--- config.mk ---
export PLATFORM = sky130hd
export DESIGN_NAME = drawing_priority_mux
export DESIGN_NICKNAME = d
export VERILOG_FILES = /design/src/rtl/drawing_priority_mux.sv
export SDC_FILE = /design/constraint.sdc
export NUM_CORES = 1
export LEC_CHECK = 0
export CELL_PAD_IN_SITES_DETAIL_PLACEMENT = 0
export CELL_PAD_IN_SITES_GLOBAL_PLACEMENT = 2
export CORE_ASPECT_RATIO = 1.1
export CORE_MARGIN = 8
export CORE_UTILIZATION = 24
export DETAILED_ROUTE_END_ITERATION = 8
export HOLD_SLACK_MARGIN = 0.1
export PLACE_DENSITY = 0.92
export SYNTH_ARGS = -nofsm -noshare
export SYNTH_HDL_FRONTEND = slang
export SYNTH_SLANG_ARGS = --single-unit
--- constraint.sdc ---
create_clock -name clk -period 1.8 [get_ports clk]
set_input_delay 0.36 -clock clk [delete_from_list [all_inputs] [get_ports clk]]
set_output_delay 0.36 -clock clk [all_outputs]
set_load 0.01 [all_outputs]
--- src/rtl/drawing_priority_mux.sv ---
// -----------------------------------------------------------------------------
// drawing_priority_mux
//
// Layer compositor for the VGA pixel path. Each pixel selects the
// lowest-indexed layer that is visible. A layer is visible when it is
// drawing, enabled, not blanked by blink and not colour-keyed. If no layer
// is visible, the background is used. The selected colour passes through a
// 2-stage pipeline.
//
// The block also gathers collisions between layer 0 (snake head) and every
// other layer over a frame. It latches that collision set at the next
// startOfFrame.
//
// Ports:
//   clk, resetN          pixel clock, asynchronous active-low reset
//   RGB_layers           NUM_LAYERS packed colours, layer i at [i*COLOR_W +: COLOR_W]
//   draw                 per-layer draw request for the current pixel
//   RGB_bg               background colour (never keyed)
//   layer_en             static per-layer enable
//   blink_mask           per-layer blink select
//   startOfFrame         one-cycle pulse at the first pixel of a frame
//   Red/Green/Blue_level colour output, 2 clocks after the inputs
//   draw_valid           output pixel came from a layer (aligned with colour)
//   collision_out        collision flags of the previous frame (bit 0 always 0)
//   collision_pulse      one-cycle strobe after a nonzero latch
// -----------------------------------------------------------------------------
module drawing_priority_mux #(
  parameter int                 NUM_LAYERS   = 4,
  parameter int                 COLOR_W      = 12,
  parameter int                 BLINK_FRAMES = 16,
  parameter bit                 TRANSP_EN    = 1'b1,
  parameter logic [COLOR_W-1:0] TRANSP_KEY   = 12'hFFF
) (
  input  logic                          clk,
  input  logic                          resetN,
  input  logic [NUM_LAYERS*COLOR_W-1:0] RGB_layers,
  input  logic [NUM_LAYERS-1:0]         draw,
  input  logic [COLOR_W-1:0]            RGB_bg,
  input  logic [NUM_LAYERS-1:0]         layer_en,
  input  logic [NUM_LAYERS-1:0]         blink_mask,
  input  logic                          startOfFrame,
  output logic [COLOR_W/3-1:0]          Red_level,
  output logic [COLOR_W/3-1:0]          Green_level,
  output logic [COLOR_W/3-1:0]          Blue_level,
  output logic                          draw_valid,
  output logic [NUM_LAYERS-1:0]         collision_out,
  output logic                          collision_pulse
);

  localparam int                 CH_W    = COLOR_W / 3;
  localparam int                 FC_W    = (BLINK_FRAMES > 1) ? $clog2(BLINK_FRAMES) : 1;
  localparam logic [FC_W-1:0]    FC_LAST = FC_W'(BLINK_FRAMES - 1);
  localparam logic [COLOR_W-1:0] WHITE   = '1;

  // Per-pixel visibility and collision terms
  logic [NUM_LAYERS-1:0] eff;
  logic [NUM_LAYERS-1:0] hit;
  logic [COLOR_W-1:0]    layer_rgb;
  logic [COLOR_W-1:0]    sel_color;
  logic                  sel_valid;

  // Pipeline stages
  logic [COLOR_W-1:0] s1_color_d, s1_color_q;
  logic               s1_valid_d, s1_valid_q;
  logic [COLOR_W-1:0] out_color_d, out_color_q;
  logic               out_valid_d, out_valid_q;

  // Blink state
  logic [FC_W-1:0] frame_cnt_d, frame_cnt_q;
  logic            blink_phase_d, blink_phase_q;

  // Collision state
  logic [NUM_LAYERS-1:0] acc_d, acc_q;
  logic [NUM_LAYERS-1:0] coll_d, coll_q;
  logic                  pulse_d, pulse_q;

  // NOTE: every signal gets a default at the top of the block, so no path
  // leaves a value unassigned and no latch is inferred.
  always_comb begin
    eff       = '0;
    hit       = '0;
    layer_rgb = '0;
    sel_color = RGB_bg;
    sel_valid = 1'b0;

    for (int i = 0; i < NUM_LAYERS; i++) begin
      layer_rgb = RGB_layers[i*COLOR_W +: COLOR_W];
      eff[i]    = draw[i] && layer_en[i]
                  && !(blink_mask[i] && blink_phase_q)
                  && !(TRANSP_EN && (layer_rgb == TRANSP_KEY));
    end

    // Scan from the lowest priority upwards, so the lowest visible index
    // is the last one written and wins.
    for (int i = NUM_LAYERS - 1; i >= 0; i--) begin
      if (eff[i]) begin
        sel_color = RGB_layers[i*COLOR_W +: COLOR_W];
        sel_valid = 1'b1;
      end
    end

    for (int i = 1; i < NUM_LAYERS; i++) begin
      hit[i] = eff[0] && eff[i];
    end
  end

  always_comb begin
    s1_color_d    = sel_color;
    s1_valid_d    = sel_valid;
    out_color_d   = s1_color_q;
    out_valid_d   = s1_valid_q;

    frame_cnt_d   = frame_cnt_q;
    blink_phase_d = blink_phase_q;
    acc_d         = acc_q | hit;
    coll_d        = coll_q;
    pulse_d       = 1'b0;

    if (startOfFrame) begin
      if (frame_cnt_q == FC_LAST) begin
        frame_cnt_d   = '0;
        blink_phase_d = !blink_phase_q;
      end else begin
        frame_cnt_d   = frame_cnt_q + 1'b1;
      end
      // The hits of the startOfFrame cycle itself still belong to the
      // frame that is closing.
      coll_d  = acc_q | hit;
      acc_d   = '0;
      pulse_d = |(acc_q | hit);
    end
  end

  // NOTE: state registers use non-blocking assignments, so every flop
  // samples the values from before the edge, whatever order they are listed in.
  always_ff @(posedge clk or negedge resetN) begin
    if (!resetN) begin
      s1_color_q    <= WHITE;
      s1_valid_q    <= 1'b0;
      out_color_q   <= WHITE;
      out_valid_q   <= 1'b0;
      frame_cnt_q   <= '0;
      blink_phase_q <= 1'b0;
      acc_q         <= '0;
      coll_q        <= '0;
      pulse_q       <= 1'b0;
    end else begin
      s1_color_q    <= s1_color_d;
      s1_valid_q    <= s1_valid_d;
      out_color_q   <= out_color_d;
      out_valid_q   <= out_valid_d;
      frame_cnt_q   <= frame_cnt_d;
      blink_phase_q <= blink_phase_d;
      acc_q         <= acc_d;
      coll_q        <= coll_d;
      pulse_q       <= pulse_d;
    end
  end

  assign Red_level       = out_color_q[COLOR_W-1 -: CH_W];
  assign Green_level     = out_color_q[2*CH_W-1 -: CH_W];
  assign Blue_level      = out_color_q[CH_W-1:0];
  assign draw_valid      = out_valid_q;
  assign collision_out   = coll_q;
  assign collision_pulse = pulse_q;

endmodule

* Yosys cells after proc, flatten, opt, wreduce, memory -nomap -nowiden
Cells that the tools add are included.
Storage, ports and cells: register bits after elaboration 40, bits of input ports 75, output and inout port bits 18, word-level logic and storage cells 57
Cells by class: add/subtract/negate cells 1, equality and inequality tests 5, multiplexer cells 11, bitwise gates (word level) 1, reductions and logical operators 30
Operators with widths (count):
- $eq 12x12->1 const B | 4
- $mux 12 | 4
- $logic_and 1x1->1 | 19
- $logic_not 1->1 | 9
- $mux 4 | 2
- $mux 1 | 5
- $add 4x1->4 const B | 1
- $eq 4x4->1 const B | 1
- $or 4x4->4 | 1
- $reduce_or 4->1 | 1
- $reduce_and 2->1 | 1

* Logic depth before layout (Yosys ltp)
depth in word-level cells 8, mapped depth 6

* Worst setup path after synthesis
Ideal clock, no wire load.
path kind input to register, start in RGB_layers[17], end reg pulse_q (netlist: collision_pulse), data arrival time 1.335 ns, setup slack 0.330 ns, cell stages on the path 6, buffers on the path 1, cells stage by stage nand4_1 or3_1 and2_1 buf_6 a21oi_4 a31oi_1
On the way: longest elaborated chain between the ends 7
Ends and longest elaborated chain:
- from (decl) | line 36 | input logic [NUM_LAYERS*COLOR_W-1:0] RGB_layers,
- $eq 12x12->1 | line 90 | && !(TRANSP_EN && (layer_rgb == TRANSP_KEY));
- $logic_not 1->1 | line 90
- $logic_and 1x1->1 | line 90
- $logic_and 1x1->1 | line 103 | hit[i] = eff[0] && eff[i];
- $or 4x4->4 | line 130 | pulse_d = |(acc_q | hit);
- $reduce_or 4->1 | line 130
- $mux 1 | line 119 | if (startOfFrame) begin
- named net pulse_d | line 75 | logic pulse_d, pulse_q;
- to (signal assigned) | line 156 | pulse_q <= pulse_d;
- to (decl) | line 75
The timed path passes the listed nets, and every way through them passes these cells. A chain may end at the register's enable or synchronous reset.

* Final worst setup path
start in RGB_layers[23], end reg s1_color_q[4] (netlist: out_color_d[4])
On the way: longest elaborated chain between the ends 5
Ends and longest elaborated chain:
- $eq 12x12->1 | line 90
- $logic_not 1->1 | line 90
- $logic_and 1x1->1 | line 90
- $mux 12 (2 in a row) | line 96 | if (eff[i]) begin
- named net s1_color_d[4] | line 63 | logic [COLOR_W-1:0] s1_color_d, s1_color_q;
- to (signal assigned) | line 148 | s1_color_q <= s1_color_d;
- to (decl) | line 63
The timed path passes the listed nets, and every way through them passes these cells.

==> results.toml <==
[worst_setup_path]
startpoint_type = "primary input"
cp.required_ns = 2.00
cp-end-kind = "flop"
arrival_ns = 1.99
crit_type = "primary input to flop"
crit_fanout = 11

[synthesis]
yosys_warnings = 0
synth-seq-area-share_pct = 50.2
syn_area_um2 = 1950
synth_area_leaders = "dfstp_2 (32%), dfrtp_1 (18%), o221ai_1 (5.4%)"
async_reset_ff_share_pct = 100
yosysMostFrequentCell = "dfstp_2"
synth_edf_count = 0
synth_area_leader_cell = "dfstp_2"
synthTopCellsByCount = "dfstp_2 (24), nand2_1 (19), nor2_1 (17)"
avgSynthCellArea_um2 = 10.4
synth_top_cell_area_share_pct = 32.3
syn-num-nets = 264
synth_cells = 188
synth_flop_cell = "dfstp_2"
yosysUniqueCellTypes = 37
ys_ff_latch = 38

[timing]
holdWs_ns = 0.347
tns_ns = 0
period_share_pct = 99.2
fin_crit_ns = 1.79
maxSlewViolCount = 0
final.setup_skew_ns = 0.00661
grt_setup_unrepaired = "false"
max_freq_mhz = 560
hold_viol_final = 0
setup_violations = 0

[drt]
wl_per_cell_um = 15.8
drtIter0Drc = 87
drc_errors = 0
dr.pass1.iters = 4
drtAntennaViolNets = 0
viasPerCell = 4.60
num_vias = 1972
wl_mm = 6.78

[power_and_ir_drop]
leakagePower_nw = 1.39
p_per_area_nw_per_um2 = 808
power.switching_mw = 0.795
internal_power_mw = 1.99
clkPwrFrac_pct = 21.6
p_comb_share_pct = 33.2
switching_share_pct = 28.5
ir_worst_vdd_mv = 0.392
seq_power_share_pct = 45.2

[cts]
cts_buffer_depth = 2
clock_sinks = 38
clkTransAtPathRegs_ns = 0.08
root_buffer = "clkbuf_8"
cts_buffers = 5
htree_levels = 2
cts_tree = "built"
clock_latency_ns = 0.29

[run]
maxCapViolations = 0

[die]
die_y_um = 111
core_area_um2 = 7910
die_area_um2 = 11300
io_pins = 93
initial_core_util_pct = 24.7
die_x_um = 102
core.rowCount = 34

[placement]
port_buffers = 91
dp.cells = 419
gp_congestion = 0.904
dp_hpwl_mm = 5.62

[min_path]
hold_path_class = "flop to flop"

[finish]
drive_above_1_share_pct = 29.9
nets = 396
fin_util_pct = 43.6
antennaDiodeCount = 0
syn_to_final_growth_pct = 76.6
instances_no_fill = 429

[global_route]
track_usage_pct = 12.0
grt_max_degree = 39
grt-ovfl-total = 0
grt_pass1_vias = 2093
antenna_found_initial = 0
grt_first_pass_wirelength_mm = 10.6

[run_status]
status = "finished clean"
## through the flow
step                      setup WS [ns]  power, mW  instance area (um^2)
after floorplan                   0.330       1.62                  1950
after global placement           -0.269       2.18                  3300
after detailed placement         -0.271       2.20                  3300
after CTS                        0.0331       2.80                  3400
after global routing          0.0000271       2.95                  3450
final                            0.0147       2.79                  3450
## cell type report
| class | instances | area (um^2) |
|---|---|---|
| Multi-Input combinational cell | 131 | 911 |
| Fill cell | 784 | 4460 |
| Clock inverter | 2 | 12.5 |
| Clock buffer | 6 | 82.6 |
| Sequential cell | 38 | 982 |
| Inverter | 9 | 33.8 |
| Tap cell | 108 | 135 |
| Timing Repair Buffer | 135 | 1290 |
## worst max-delay path, cell delays in order
cell	delay (ns)
clkdlybuf4s50_1	0.50
nand4_1	0.15
or3_4	0.42
nand2_2	0.09
buf_12	0.13
o221ai_1	0.11
a31oi_1	0.23
## layer usage
layer	up-vias	global-route usage (%)	part of all wire (%)
met5	-	0	0
met4	0	2.35	0.68
met3	4	4.52	7.7
met2	62	19.5	49
met1	924	14.7	42
li1	982	-	-
## layout by cell type, fill, tap and decap left out, types with 2 or more instances in the layout
cell type,instances
a31oi_1,13
dfrtp_1,13
xnor2_1,2
o221ai_1,11
o32ai_1,10
buf_4,40
a41oi_1,4
clkbuf_8,6
nand2_1,18
nand4_1,12
or2_2,2
clkdlybuf4s50_1,90
nand4_2,2
o21a_1,8
o21ai_0,2
nand3_1,3
buf_12,4
a21oi_1,6
nor3_4,2
nor2_1,17
inv_1,9
dfstp_2,24
nor2_4,2
## registers in the layout, summed over array words and instances, names as in the netlist
signal           cells
draw_valid           1
out_valid_d          1
collision_out        3
out_color_d         12
collision_pulse      1
blink_phase_q        1
out_color_q         12
frame_cnt_q          4
acc_q                3
## worst paths after layout
path / start / endpoint / slack [ns] / cells past startpoint
max: RGB_layers[23] / out_color_d[4]$_DFF_PN1_ / 0.01 / 7
min: out_color_d[10]$_DFF_PN1_ / out_color_q[10]$_DFF_PN1_ / 0.35 / 0
max reg2reg: blink_phase_q$_DFFE_PN0P_ / collision_pulse$_DFF_PN0_ / 0.18 / 7
min reg2reg: out_color_d[10]$_DFF_PN1_ / out_color_q[10]$_DFF_PN1_ / 0.35 / 0
max in group asynchronous: resetN / out_color_d[7]$_DFF_PN1_ / 0.96 / 2
min in group asynchronous: resetN / draw_valid$_DFF_PN0_ / 0.48 / 2
## power by group through the flow
stage / Sequential (mW) / Combinational, mW / Clock (mW)
after floorplan: 1.29 / 0.332 / 0
after global placement: 1.27 / 0.906 / 0
after detailed placement: 1.28 / 0.917 / 0
after CTS: 1.27 / 0.920 / 0.615
after global routing: 1.29 / 1.00 / 0.657
final: 1.26 / 0.926 / 0.602
## cell families (layout without fill, tap and decap cells)
| logic type | after synthesis | count (layout) | synth area share (%) |
|---|---|---|---|
| other | 1 | 1 | 0.192 |
| buffers and inverters | 19 | 152 | 5.06 |
| adder cells (fa/ha/maj) | 1 | 1 | 0.640 |
| AND/OR/NAND/NOR | 65 | 65 | 18.4 |
| multiplexers | 2 | 2 | 1.09 |
| AO/OA/AOI/OAI | 60 | 60 | 23.5 |
| flip-flops | 38 | 38 | 50.2 |
| XOR/XNOR | 2 | 2 | 0.896 |
## what timing repair did
| action | 4_1_cts | 5_1_grt |
|---|---|---|
| setup buffers | 0 | 2 |
| hold buffers | 0 | 0 |
| endpoints found under the setup margin | 0 | 12 |
| resized for setup | 0 | 11 |
No activity file was read; power rests on OpenSTA's default activity.
